File: src/rtl/process_scheduler_pkg.sv
// Shared definitions for the round-robin process scheduler: FSM state
// encoding, the OS process id and the default quantum length.
package zeus_sched_pkg;

  typedef enum logic [1:0] {
    S_OS       = 2'd0,
    S_DISPATCH = 2'd1,
    S_RUN      = 2'd2,
    S_PREEMPT  = 2'd3
  } sched_state_t;

  localparam int PROC_OS     = 0;
  localparam int QUANTUM_DEF = 30;

endpackage

File: src/rtl/process_scheduler_if.sv
// Scheduler <-> control unit / preemption manager signal bundle.
interface process_scheduler_if #(
  parameter int NUM_PROC = 2,
  parameter int CNT_W    = 5
);
  localparam int PROC_W = $clog2(NUM_PROC + 1);

  logic                os_dispatch_req;
  logic                instr_retired;
  logic                halt_seen;
  logic [PROC_W-1:0]   jump_prog;
  logic                flag_preempt;
  logic [PROC_W-1:0]   cur_proc;
  logic [CNT_W-1:0]    quantum_left;
  logic [NUM_PROC-1:0] proc_done;
  logic                all_done;

  modport master (
    output os_dispatch_req, instr_retired, halt_seen,
    input  jump_prog, flag_preempt, cur_proc, quantum_left, proc_done, all_done
  );

  modport slave (
    input  os_dispatch_req, instr_retired, halt_seen,
    output jump_prog, flag_preempt, cur_proc, quantum_left, proc_done, all_done
  );
endinterface

File: src/rtl/quantum_counter.sv
// Per-dispatch instruction budget: loads the quantum, counts retirements
// down without underflow, and flags the retirement that empties it.
module quantum_counter #(
  parameter int CNT_W   = 5,
  parameter int QUANTUM = 30
) (
  input  logic             clk,
  input  logic             reset,
  input  logic             load,
  input  logic             dec,
  output logic [CNT_W-1:0] count,
  output logic             expire
);

  // The final retirement is seen while count is still 1, so the FSM can
  // register the preempt on the same edge that count reaches 0.
  assign expire = dec && (count == CNT_W'(1));

  always_ff @(posedge clk) begin
    if (reset) begin
      count <= '0;
    end else if (load) begin
      count <= CNT_W'(QUANTUM);
    end else if (dec && (count != '0)) begin
      count <= count - CNT_W'(1);
    end
  end

endmodule

File: src/rtl/process_scheduler.sv
// Round-robin user-process scheduler: picks the next unfinished process,
// meters its quantum and raises a one-cycle return-to-OS pulse.
module process_scheduler
  import zeus_sched_pkg::*;
#(
  parameter int NUM_PROC = 2,
  parameter int QUANTUM  = QUANTUM_DEF,
  parameter int CNT_W    = 5
) (
  input  logic               clk,
  input  logic               reset,
  process_scheduler_if.slave bus
);

  localparam int PROC_W = $clog2(NUM_PROC + 1);

  sched_state_t        state_q, state_d;
  logic [PROC_W-1:0]   jump_q, jump_d;
  logic                flag_q, flag_d;
  logic [PROC_W-1:0]   cur_q, cur_d;
  logic [PROC_W-1:0]   last_q, last_d;
  logic [NUM_PROC-1:0] done_q, done_d;
  logic                all_done_q;

  logic [PROC_W-1:0]   pick;
  logic                pick_found;
  logic                q_load, q_dec, q_expire;
  logic [CNT_W-1:0]    q_count;

  quantum_counter #(
    .CNT_W   (CNT_W),
    .QUANTUM (QUANTUM)
  ) u_quantum (
    .clk    (clk),
    .reset  (reset),
    .load   (q_load),
    .dec    (q_dec),
    .count  (q_count),
    .expire (q_expire)
  );

  // First id after last_q (wrapping) whose done bit is still clear.
  always_comb begin
    pick       = PROC_W'(PROC_OS);
    pick_found = 1'b0;
    for (int i = 0; i < NUM_PROC; i++) begin
      automatic int cand = (int'(last_q) + i) % NUM_PROC;
      if (!pick_found && ((done_q & (NUM_PROC'(1) << cand)) == '0)) begin
        pick_found = 1'b1;
        pick       = PROC_W'(cand + 1);
      end
    end
  end

  // NOTE: every signal written here gets its default first, so no path can
  // leave a value unassigned and infer a latch.
  always_comb begin
    state_d = state_q;
    jump_d  = '0;
    flag_d  = 1'b0;
    cur_d   = cur_q;
    last_d  = last_q;
    done_d  = done_q;
    q_load  = 1'b0;
    q_dec   = 1'b0;

    case (state_q)
      S_OS: begin
        cur_d = PROC_W'(PROC_OS);
        if (bus.os_dispatch_req && !all_done_q && pick_found) begin
          state_d = S_DISPATCH;
          jump_d  = pick;
          cur_d   = pick;
          q_load  = 1'b1;
        end
      end
      S_DISPATCH: begin
        state_d = S_RUN;
      end
      S_RUN: begin
        q_dec = bus.instr_retired;
        // HALT wins over a coinciding expiry; both lead to one preempt.
        if (bus.halt_seen) begin
          done_d  = done_q | (NUM_PROC'(1) << (cur_q - PROC_W'(1)));
          state_d = S_PREEMPT;
          flag_d  = 1'b1;
        end else if (q_expire) begin
          state_d = S_PREEMPT;
          flag_d  = 1'b1;
        end
      end
      S_PREEMPT: begin
        last_d  = cur_q;
        state_d = S_OS;
        cur_d   = PROC_W'(PROC_OS);
      end
    endcase
  end

  // NOTE: sequential state uses non-blocking assignments so every register
  // samples the pre-edge values, independent of statement order.
  always_ff @(posedge clk) begin
    if (reset) begin
      state_q    <= S_OS;
      jump_q     <= '0;
      flag_q     <= 1'b0;
      cur_q      <= '0;
      last_q     <= PROC_W'(NUM_PROC);
      done_q     <= '0;
      all_done_q <= 1'b0;
    end else begin
      state_q    <= state_d;
      jump_q     <= jump_d;
      flag_q     <= flag_d;
      cur_q      <= cur_d;
      last_q     <= last_d;
      done_q     <= done_d;
      all_done_q <= &done_q;
    end
  end

  assign bus.jump_prog    = jump_q;
  assign bus.flag_preempt = flag_q;
  assign bus.cur_proc     = cur_q;
  assign bus.quantum_left = q_count;
  assign bus.proc_done    = done_q;
  assign bus.all_done     = all_done_q;

endmodule
File: src/flat_wrapper.sv
// flat-port wrapper written by rule: the top's interface ports become plain ports
module process_scheduler_flat import zeus_sched_pkg::*;
#(
  parameter int NUM_PROC = 2,
  parameter int QUANTUM  = QUANTUM_DEF,
  parameter int CNT_W    = 5
)
  (clk, reset, bus_os_dispatch_req, bus_instr_retired, bus_halt_seen, bus_jump_prog, bus_flag_preempt, bus_cur_proc, bus_quantum_left, bus_proc_done, bus_all_done);
  process_scheduler_if #(.NUM_PROC(NUM_PROC), .CNT_W(CNT_W)) bus_i ();
  input  logic clk;
  input  logic reset;
  input wire logic [$bits(bus_i.os_dispatch_req)-1:0] bus_os_dispatch_req;
  input wire logic [$bits(bus_i.instr_retired)-1:0] bus_instr_retired;
  input wire logic [$bits(bus_i.halt_seen)-1:0] bus_halt_seen;
  output wire logic [$bits(bus_i.jump_prog)-1:0] bus_jump_prog;
  output wire logic [$bits(bus_i.flag_preempt)-1:0] bus_flag_preempt;
  output wire logic [$bits(bus_i.cur_proc)-1:0] bus_cur_proc;
  output wire logic [$bits(bus_i.quantum_left)-1:0] bus_quantum_left;
  output wire logic [$bits(bus_i.proc_done)-1:0] bus_proc_done;
  output wire logic [$bits(bus_i.all_done)-1:0] bus_all_done;
  assign bus_i.os_dispatch_req = bus_os_dispatch_req;
  assign bus_i.instr_retired = bus_instr_retired;
  assign bus_i.halt_seen = bus_halt_seen;
  assign bus_jump_prog = bus_i.jump_prog;
  assign bus_flag_preempt = bus_i.flag_preempt;
  assign bus_cur_proc = bus_i.cur_proc;
  assign bus_quantum_left = bus_i.quantum_left;
  assign bus_proc_done = bus_i.proc_done;
  assign bus_all_done = bus_i.all_done;
  process_scheduler #(.NUM_PROC(NUM_PROC), .QUANTUM(QUANTUM), .CNT_W(CNT_W)) u_core (.clk(clk), .reset(reset), .bus(bus_i));
endmodule
File: config.mk
export PLATFORM = sky130hd
export DESIGN_NAME = process_scheduler_flat
export DESIGN_NICKNAME = d
export VERILOG_FILES = /design/src/rtl/process_scheduler_pkg.sv /design/src/rtl/process_scheduler_if.sv /design/src/rtl/quantum_counter.sv /design/src/rtl/process_scheduler.sv /design/src/flat_wrapper.sv
export SDC_FILE = /design/constraint.sdc
export NUM_CORES = 1
export LEC_CHECK = 0
export ABC_AREA = 1
export CORE_ASPECT_RATIO = 0.8
export CORE_MARGIN = 2
export CORE_UTILIZATION = 44
export DETAILED_ROUTE_END_ITERATION = 12
export HOLD_SLACK_MARGIN = 0.12
export PLACE_DENSITY = 0.77
export SYNTH_ARGS = -nofsm -noshare
export SYNTH_HDL_FRONTEND = slang
export SYNTH_HIERARCHICAL = 1
export SYNTH_SLANG_ARGS = --single-unit
File: constraint.sdc
create_clock -name clk -period 1.4 [get_ports clk]
set_clock_uncertainty 0.05 [all_clocks]
set_input_delay 0.28 -clock clk [delete_from_list [all_inputs] [get_ports clk]]
set_output_delay 0.28 -clock clk [all_outputs]
set_load 0.02 [all_outputs]
# Word level (Yosys, flattened, before mapping)
# Cells that the tools add are included.
[totals]
reg_bits = 16
latchBits = 0
ram_bits = 0
mem_bits_ro = 0
input_bits = 5
word_cells = 65
n_memories = 0
[op_classes]
addsub = 5
multipliers = 0
n_div = 0
order_cmp = 0
eq_ne = 6
shifts = 3
mux = 17
bitwise = 6
reduce_logical = 19
[op_table]
columns = ["cell", "count"]
rows = [
  ["$shl A1 B32 Y2 const A", 1],
  ["$mux W2", 6],
  ["$mux W5", 2],
  ["$pmux W2 S4", 1],
  ["$mux W1", 7],
  ["$logic_not A2 Y1", 3],
  ["$reduce_and A2 Y1", 3],
  ["$reduce_or A2 Y1", 3],
  ["$eq A5 B1 Y1 const B", 1],
  ["$logic_and A1 B1 Y1", 5],
  ["$reduce_bool A5 Y1", 1],
  ["$sub A5 B1 Y5 const B", 1],
  ["$and A2 B2 Y2", 2],
  ["$eq A2 B2 Y1 const B", 2],
  ["$pmux W2 S2", 1],
  ["$reduce_bool A2 Y1", 2],
  ["$ne A3 B2 Y1 const B", 1],
  ["$add A1 B1 Y2 const B", 1],
  ["$add A2 B2 Y2 const B", 1],
  ["$eq A2 B1 Y1 const B", 1],
  ["$logic_not A1 Y1", 2],
  ["$ne A2 B1 Y1 const B", 1],
  ["$not A1 Y1", 2],
  ["$or A2 B2 Y2", 1],
  ["other kinds (5)", 5],
]

# Longest topological paths before layout
[logic_depth]
word_depth = 11
ltp_mapped = 10
ltp_nobuf = 10

# Modules after synthesis
# Netlist, hierarchy kept.
[by_module_without_submodules]
columns = ["mod", "n_inst", "cells_per_inst", "area_per_inst_um2", "seq_area_each_um2"]
rows = [
  ["process_scheduler", 1, 66, 504.2, 220.2],
  ["quantum_counter", 1, 54, 351.6, 100.1],
]

# Worst setup path after synthesis
# No wires, ideal clock.
[synth_path]
path_kind = "register to register"
start = "register u_core.state_q[0]"
end = "register u_core.state_q[1]"
t_arrival_ns = 1.328
required_ns = 1.235
setup_slack_ns = -0.093
stages_incl_launch_ff = 10
period_less_slack_ns = 1.493
path_cell_list = "dfxtp_1 inv_1 ha_1 nand2_1 inv_1 and3_1 nor2_1 nand2_2 a21oi_1 nor2_1"
[synth_via]
elab_chain_cells = 5
word_cells_on_any_way = 10
cone_classes = "eq/ne (5); mux (2); reduce/logical (3)"
[synth_rtl]
columns = ["item", "line_no", "source"]
rows = [
  ["from (decl)", "process_scheduler.sv:17", "sched_state_t state_q, state_d;"],
  ["from (signal assigned)", "process_scheduler.sv:112", "state_q <= state_d;"],
  ["$eq A2 B2 Y1", "process_scheduler.sv:67", "case (state_q)"],
  ["$mux W1", "process_scheduler.sv:67", ""],
  ["named net u_core.q_dec", "process_scheduler.sv:27", "logic q_load, q_dec, q_expire;"],
  ["$logic_and A1 B1 Y1", "quantum_counter.sv:17", "assign expire = dec && (count == CNT_W'(1));"],
  ["named net u_core.q_expire", "process_scheduler.sv:27", ""],
  ["$ne A3 B2 Y1 (no line)", "-", ""],
  ["$reduce_and A2 Y1 (no line)", "-", ""],
]
# The timed path passes the listed nets, and every way through them passes these cells.
# A chain may end at the register's enable or synchronous reset.

# Worst setup path after layout
[layout_path]
start = "register u_core.u_quantum.count[2]"
end = "register u_core.u_quantum.count[2]"
[layout_via]
elab_chain_cells = 3
word_cells_on_any_way = 6
cone_classes = "add/sub (1); mux (2); reduce/logical (3)"
[layout_rtl]
columns = ["item", "line_no", "source"]
rows = [
  ["from (decl)", "quantum_counter.sv:11", "output logic [CNT_W-1:0] count,"],
  ["from (signal assigned)", "quantum_counter.sv:23", "count <= CNT_W'(QUANTUM);"],
  ["from (signal assigned)", "quantum_counter.sv:25", "count <= count - CNT_W'(1);"],
  ["$sub A5 B1 Y5 or $reduce_bool A5 Y1 (tied branches)", "quantum_counter.sv:25, quantum_counter.sv:24", ""],
  ["$mux W5 or $logic_and A1 B1 Y1 (tied branches)", "quantum_counter.sv:24", "end else if (dec && (count != '0)) begin"],
  ["$mux W5 or $reduce_bool A2 Y1 (tied branches)", "-", ""],
]
# Several ways; a longest one is shown, not always the timed one. The select of a mux whose other input is x is not followed.

==> reports/qor.csv <==
metric,value,unit
crit end category,register,
Tightest Hold Check Type,reg -> reg,
hold buffer count at cts,0,
CP arrival,1.54,ns
Period minus WS final,1.36,ns
die area,2320,µm²
io pins,18,
Sequential Power Share,27.6,%
worst-skew pair later-pin latency,0.29,ns
largest net degree at the start of global routing,9,
Leak,0.000682,µW
worst slew pin tran,0.270,ns
status,finished clean,
Final Max Tran Viols,0,
register area,328,µm²
switch share,42.6,%
DIE WIDTH,53.3,µm
M3 GR Usage,6.55,%
critical path startpoint,u_core/u_quantum/count[2],
total CTS buffers,3,
CP required,1.58,ns
fill count,143,
Clock Sinks,16,
Synth area leader,dfxtp_1,
DRT antenna net count,0,
placer's final routability congestion estimate,0.817,
initial antenna violation count,0,
total power,2360,µW
Fin Hold WS,0.443,ns
Synth Cell Area,856,µm²
"CTS clk-pin slew, worst paths",0.08,ns
share of post-route cells with drive strength above 1,39.1,%
area of the multi-input gates,551,µm²
Max-Cap Viols,0,
# diodes,0,
vias in the first global route,797,
Die H,43.4,µm
core area,1860,µm²
final setup vio count,0,
Crit path largest cell delay,0.33,ns
Relative slew margins,81.8,%
reg2reg start,u_core/u_quantum/count[2],
Hold Startpoint,u_core/u_quantum/count[0],
yosys warns,6,
CP max-delay cell,dfxtp_1,
family with the most delay on the worst path,simple AND/OR/NAND/NOR gates,
met2 Track Usage GR,32.6,%
PD cells,1770,nW/µm²
DR DRC count,0,
DP Cell Count,175,
number of DRC markers in iteration 0,11,
hpwl dp,1.56,mm
Crit Path Max Fanout,6,
CTS root buf,clkbuf_4,
kind of critical path,reg -> reg,
All-Layer GR Usage,19.0,%
1st-pass router iterations,4,
Area Growth Syn to Fin,55.8,%
library cells used by synthesis,20,
first-pass GRT wire length,3.22,mm
final hold viol count,0,
floorplan row count,14,
global route overflow,0,
"Seq/Total Area, Yosys",37.4,%
H-tree depth,1,
Int Pwr,1350,µW
clock power share,10.1,%
Worst Path Buf+Inv,1,
Setup TNS,0,ns
Port Buffers,17,
fmax,734,MHz
Syn Inst Count,120,
CTS tree,done,
Tcrit/Tclk final,97.3,%
Most Crowded Layer GR,met2,
Routed wire per std cell,11.9,µm
"top cells by area, synth","dfxtp_1 (37%), nand2_1 (11%), ha_1 (8.8%)",
fin nets,174,
post-synth top area share,37.4,%
Avg Synthesized Cell Area,7.13,µm²
vias,884,
syn nets,131,
final WL,2.20,mm
"most common cell after layout, fill and taps aside",nand2_1,
DR vias/cell,4.78,
Max VDD drop,1.29,mV
most frequent cells in the layout,"nand2_1 (23), buf_4 (20), inv_1 (14), dlygate4sd2_1 (13), dfxtp_1 (12)",
M1 GR Usage,20.9,%
P_sw,1000,µW
Bufs on Longest Clock Path,2,
#FFs+latches synth,16,
crit start category,register,
fin cells,185,
Comb pwr share,62.3,%
Starting Density,46.1,%
crit-path cells,buf_4 > nor2_2 > nand2_2 > nand2_4 > nand2_2 > nor2_2 > nor2_1 > nor2_1,
## per-layer routing
| metal | routed length, µm | up-vias |
|---|---|---|
| met2 | 1150 | 17 |
| met5 | 0 | - |
| met4 | 32 | 0 |
| met1 | 945 | 410 |
| li1 | - | 453 |
| met3 | 75 | 4 |
## cell usage after synthesis (all sizes together)
library cell and n:
dfxtp 16, nand3 8, ha 6, and3 1, a21boi 1, nor3 1, nand2 32, a21oi 10
inv 22, nor2 16, o21ai 3, xnor2 1, or2 1, nand4 2
## metrics by stage
stage | setup WS (ns) | util, % | area [µm²]
after global routing | -0.0183 | 71.8 | 1330
after floorplan | -0.0174 | - | 863
final | 0.0381 | 71.8 | 1330
after detailed placement | -0.170 | 62.9 | 1170
after CTS | 0.00661 | 64.6 | 1200
after global placement | -0.134 | 62.9 | 1170
## final timing paths
path | to | slack [ns] | cells past startpoint
worst max-delay path | u_core/u_quantum/count[2] | 0.04 | 8
worst min-delay path | u_core/u_quantum/count[0] | 0.44 | 2
worst max register to register | u_core/u_quantum/count[2] | 0.04 | 8
worst min register to register | u_core/u_quantum/count[0] | 0.44 | 2
## cell type report
| type | instances | share of cell area, % |
|---|---|---|
| clock buffer | 3 | 1.69 |
| inverter | 22 | 6.57 |
| sequential | 16 | 24.6 |
| multi-input combinational | 82 | 41.3 |
| tap | 24 | 2.25 |
| timing repair buffer | 38 | 23.6 |
## kinds of logic (layout without fill, tap and decap cells)
kind of cell | count (synthesis) | after routing | synth area share [%]
flops | 16 | 16 | 37.4
buf+inv | 22 | 63 | 9.65
compound gates | 14 | 14 | 9.80
fa+ha+maj | 6 | 6 | 8.77
xor+xnor | 1 | 1 | 1.02
simple gates | 61 | 61 | 33.3
## flip-flops by register name (all words and copies together) (netlist names)
signal and cells:
u_core/bus.all_done 1, u_core/bus.cur_proc 2, u_core/bus.flag_preempt 1, u_core/bus.jump_prog 2
u_core/bus.proc_done 2, u_core/last_q 1, u_core/state_q 2, u_core/u_quantum/count 5
## tightest hold or removal path: stages, from the launching register on
cell	delay (ns)
dfxtp_2	0.35
nand2_1	0.06
a21oi_1	0.05
## power groups by stage
stage | combinational [µW] | clock, µW | sequential [µW]
finish | 1470 | 239 | 651
global placement | 1140 | 0 | 635
detailed placement | 1180 | 0 | 641
CTS | 1170 | 247 | 636
floorplan | 603 | 0 | 735
global route | 1590 | 266 | 665
## what timing repair did
action                                  4_1_cts  5_1_grt
pin swaps                                     3       13
endpoints found under the setup margin       18        9
buffers inserted                              1        6
gates resized for setup                      21       25
(Power assumes the default switching activity.)
